<file path="config.mk">
export PLATFORM = sky130hd
export DESIGN_NAME = lpm_fifo_rd_stream
export DESIGN_NICKNAME = d
export VERILOG_FILES = /design/src/rtl/lpm_fifo_rd_stream.sv
export SDC_FILE = /design/constraint.sdc
export NUM_CORES = 1
export LEC_CHECK = 0
export CORE_MARGIN = 1
export CORE_UTILIZATION = 30
export DETAILED_ROUTE_END_ITERATION = 8
export PLACE_DENSITY_LB_ADDON = 0.1
export SLEW_MARGIN = 30
export SYNTH_ARGS = -nofsm -noshare
export SYNTH_HDL_FRONTEND = slang
export SYNTH_SLANG_ARGS = --single-unit
</file>
<file path="constraint.sdc">
create_clock -name clock -period 2.4 [get_ports clock]
set_clock_uncertainty 0.2 [all_clocks]
set_input_delay 0.24 -clock clock [delete_from_list [all_inputs] [get_ports clock]]
set_output_delay 0.24 -clock clock [all_outputs]
set_load 0.01 [all_outputs]
</file>
<file path="src/rtl/lpm_fifo_rd_stream.sv">
// lpm_fifo_rd_stream
//   Adapts a normal-mode (one-cycle read latency) FIFO read port to a
//   valid/ready stream through a 2-entry skid buffer. Read requests are
//   throttled so the buffer occupancy plus any in-flight read never exceeds
//   two, which lets the downstream stall without losing words.
//
// Ports
//   clock       rising-edge clock (FIFO read clock)
//   sclr        synchronous clear, active-high
//   fifo_empty  FIFO empty flag
//   fifo_rreq   FIFO read request (combinational)
//   fifo_q      FIFO read data, valid the cycle after an accepted read
//   out_valid   out_data holds a word
//   out_ready   downstream accepts the word
//   out_data    head word of the skid buffer
//   usedw       skid-buffer occupancy, 0..2
module lpm_fifo_rd_stream #(
  parameter int lpm_width = 8
) (
  input  logic                 clock,
  input  logic                 sclr,
  input  logic                 fifo_empty,
  output logic                 fifo_rreq,
  input  logic [lpm_width-1:0] fifo_q,
  output logic                 out_valid,
  input  logic                 out_ready,
  output logic [lpm_width-1:0] out_data,
  output logic [1:0]           usedw
);

  logic [1:0]           occ_q, occ_d;
  logic                 lrreq_q, lrreq_d;
  logic                 rd_ptr_q, rd_ptr_d;
  logic                 wr_ptr_q, wr_ptr_d;
  logic [lpm_width-1:0] buf_q [2];
  logic [lpm_width-1:0] buf_d [2];

  logic                 pop;
  logic [2:0]           fill;

  always_comb begin
    // Stream outputs come from registers only; out_ready only steers the
    // pointer/occupancy update and the read request.
    out_valid = (occ_q != 2'd0);
    out_data  = buf_q[rd_ptr_q];
    usedw     = occ_q;
    pop       = out_valid & out_ready;

    // Occupancy after this edge, counting the word already in flight.
    // Never negative: pop implies occ_q >= 1.
    fill      = {1'b0, occ_q} + {2'b00, lrreq_q} - {2'b00, pop};
    fifo_rreq = ~sclr & ~fifo_empty & (fill < 3'd2);

    lrreq_d  = fifo_rreq;
    occ_d    = fill[1:0];
    rd_ptr_d = rd_ptr_q ^ pop;
    wr_ptr_d = wr_ptr_q ^ lrreq_q;

    // Capture is keyed on the read issued last cycle, not on fifo_empty,
    // so a word is still taken if empty rises right after the read.
    buf_d = buf_q;
    if (lrreq_q) begin
      buf_d[wr_ptr_q] = fifo_q;
    end
  end

  always_ff @(posedge clock) begin
    if (sclr) begin
      occ_q    <= '0;
      lrreq_q  <= 1'b0;
      rd_ptr_q <= 1'b0;
      wr_ptr_q <= 1'b0;
    end else begin
      occ_q    <= occ_d;
      lrreq_q  <= lrreq_d;
      rd_ptr_q <= rd_ptr_d;
      wr_ptr_q <= wr_ptr_d;
    end
  end

  // Data registers are not cleared; out_data is don't-care while invalid.
  // During sclr lrreq_q is forced low next edge, so a held-over capture here
  // is never marked valid.
  always_ff @(posedge clock) begin
    if (!sclr) begin
      buf_q <= buf_d;
    end
  end

endmodule
</file>
==> flow_summary.yaml <==
clock_tree:
  clk_pin_slew_ns: 0.11
  cts-root-buf: "clkbuf_4"
  cts_buffers: 3
  cts_sinks: 21
  post_cts_buffers: 0
  htreeDepth: 1
  cts_buffer_depth: 2
  cts_resized: 6
  insertion_delay_ns: 0.29
  cts_tree: "done"
  cts_hold_buf: 0
place:
  pre_cts_slack_ns: -0.580
  portBuffers: 23
  gp_congestion: 0.665
  placedCellCount: 112
  place_hpwl_microns: 1020
power_and_ir_drop:
  peakVddDrop_mv: 0.584
  fin_total_pwr_mw: 1.12
  p_per_area_mw_per_mm2: 937
  switching_share: 0.275
  power.share.clock: 0.143
  switchingPower_mw: 0.308
  cellLeakagePower_nw: 0.436
  p_int_mw: 0.812
  p_seq_frac: 0.437
  power_frac_comb: 0.420
finish:
  area_growth_pct: 42.3
  drive_above_1_share: 0.314
  nets: 102
  fillers: 262
  final_cells: 116
  antennaDiodeCount: 0
  multi_input_area_sq_um: 241
  regArea_sq_um: 582
route:
  final_antenna_net_count: 0
  drt_iter0_drc: 2
  vias: 516
  viasPerCell: 4.45
  drc_errors: 0
  first_pass_iters: 2
  routed_wl_microns: 1380
  routedWlPerCell_microns: 11.9
logic_synthesis:
  ys_ff_latch: 21
  synth_seq_area_share: 0.690
  synth_cells: 52
  avgSynthCellArea_sq_um: 16.2
  yosys.area.top_type_share: 0.571
  synth_top_cell_by_area: "edfxtp_1"
  synth_cell_types: 17
  synth_edf_count: 16
  syn_area_sq_um: 841
  synthArstFlopShare: 0
  synth-warning-count: 0
  post-synth-top-count-cell: "edfxtp_1"
  synth.cells.most_frequent: "16 x edfxtp_1, 8 x mux2_2, 5 x dfxtp_1, 4 x inv_1, 3 x nor2b_1"
  synthesis.nets: 67
  yosys-top-cells-area: "edfxtp_1 57%, dfxtp_1 12%, mux2_2 11%, ha_1 3.0%, fa_1 2.4%"
  synth_top_flop_cell: "edfxtp_1"
die:
  fp-row-count: 18
  die_area_sq_mm: 0.00302
  core_area_sq_mm: 0.00257
  die_h_microns: 54.9
  start_util: 0.327
  boundaryPins: 24
  die_w_microns: 54.9
sta:
  fin_crit_ns: 2.59
  finalSetupViolCount: 1
  rsz0062_at_grt: "yes"
  clock.fmax_ghz: 0.386
  worstMarginPinSlew_ns: 0.453
  slew_violations: 0
  hold_viol: 0
  slew_headroom: 0.698
  tns_ns: -0.189
  setup_ws_ns: -0.189
  period_share: 1.08
setup_path:
  cp_num_buf_inv: 2
  critPathMaxFanout: 3
  criticalPathCategory: "reg -> out"
  endpoint_kind: "output port"
  cp.arrival_ns: 2.15
  worstSetupStartpointType: "flop"
  slowest_stage: "fa_1"
  cp_data_required_time_ns: 1.96
  path_delay_family: "adder cells"
  path_cells: "o21a_1 > ha_1 > inv_1 > ha_2 > fa_1 > nor4_2 > buf_2"
  max_stage_delay_ns: 0.48
global_routing:
  grtUsageTotal: 0.101
  grt_pass1_vias: 468
  overflow: 0
  grt_max_degree: 13
  grt_pass1_wl_microns: 2010
  antenna_found_initial: 0
outcome:
  violations: "setup timing"
  status: "finished, violations left"
min_path:
  hold_class: "in -> reg"
job:
  maxCapViolCount: 0
-- flip-flops by register name (all words and copies together), names as in the netlist --
signal and cells:
buf_q 16, wr_ptr_q 1, lrreq_q 1, rd_ptr_q 1, usedw 2
-- final timing paths --
check        slack, ns         to       from  cells past startpoint
min               0.32  buf_q[10]  fifo_q[2]                      1
max reg2reg       0.30    lrreq_q   usedw[0]                      8
max              -0.19  fifo_rreq   usedw[0]                      7
min reg2reg       0.34   wr_ptr_q   wr_ptr_q                      2
-- logic make-up after synthesis --
group                    synth area share
adder cells (fa/ha/maj)            0.0536
XOR/XNOR                           0.0208
AND/OR/NAND/NOR                    0.0685
multiplexers                        0.125
buffers and inverters              0.0327
AO/OA/AOI/OAI                     0.00893
flip-flops                          0.690
-- area by class of cell --
| class | count | share of cell area |
|---|---|---|
| Clock buffer | 3 | 0.0188 |
| Clock inverter | 1 | 0.00418 |
| Inverter | 4 | 0.0126 |
| Multi-Input combinational cell | 25 | 0.202 |
| Sequential cell | 21 | 0.486 |
| Tap cell | 30 | 0.0314 |
| Timing Repair Buffer | 32 | 0.245 |
-- per-stage QoR --
step	instance area (sq um)	hold WS, ns	utilization
after global placement	1160	0.307	0.453
after floorplan	841	0.119	-
after global routing	1200	0.316	0.466
after CTS	1190	0.318	0.464
final	1200	0.324	0.466
after detailed placement	1160	0.322	0.453
-- layout by cell type (no fill, tap or decap) --
cell,instances
or2_2,1
nor2b_1,3
buf_2,1
nor4_2,1
dfxtp_1,4
nor3b_1,1
o21a_1,1
ha_1,1
mux2_2,8
nor4_1,1
fa_1,1
dfxtp_2,1
edfxtp_1,16
clkdlybuf4s50_1,22
nor3_1,1
xnor2_1,2
clkinv_2,1
inv_1,4
clkbuf_4,3
nor2_1,2
ha_2,1
mux2_4,1
buf_4,9
-- worst register-to-register path, delay by kind of cell, from the launching register on --
family,cells,cell delay (ns)
AO/OA/AOI/OAI,1,0.19
XOR/XNOR,1,0.16
adder cells (fa/ha/maj),3,0.80
buffers and inverters,2,0.18
flip-flops,1,0.34
AND/OR/NAND/NOR,1,0.16
-- layer usage --
metal,track usage,vias up,part of all wire
li1,-,256,-
met1,0.120,244,0.44
met2,0.165,14,0.49
met3,0.0246,2,0.054
met4,0.0625,0,0.010
met5,0,-,0
-- power by group through the flow --
stage               logic (mW)  clock network, mW  registers, mW
global placement         0.472                  0          0.496
global route             0.521              0.185          0.497
detailed placement       0.475                  0          0.496
finish                   0.470              0.160          0.490
floorplan                0.232                  0          0.490
CTS                      0.478              0.170          0.490
Power figures use the tool's default switching activity.
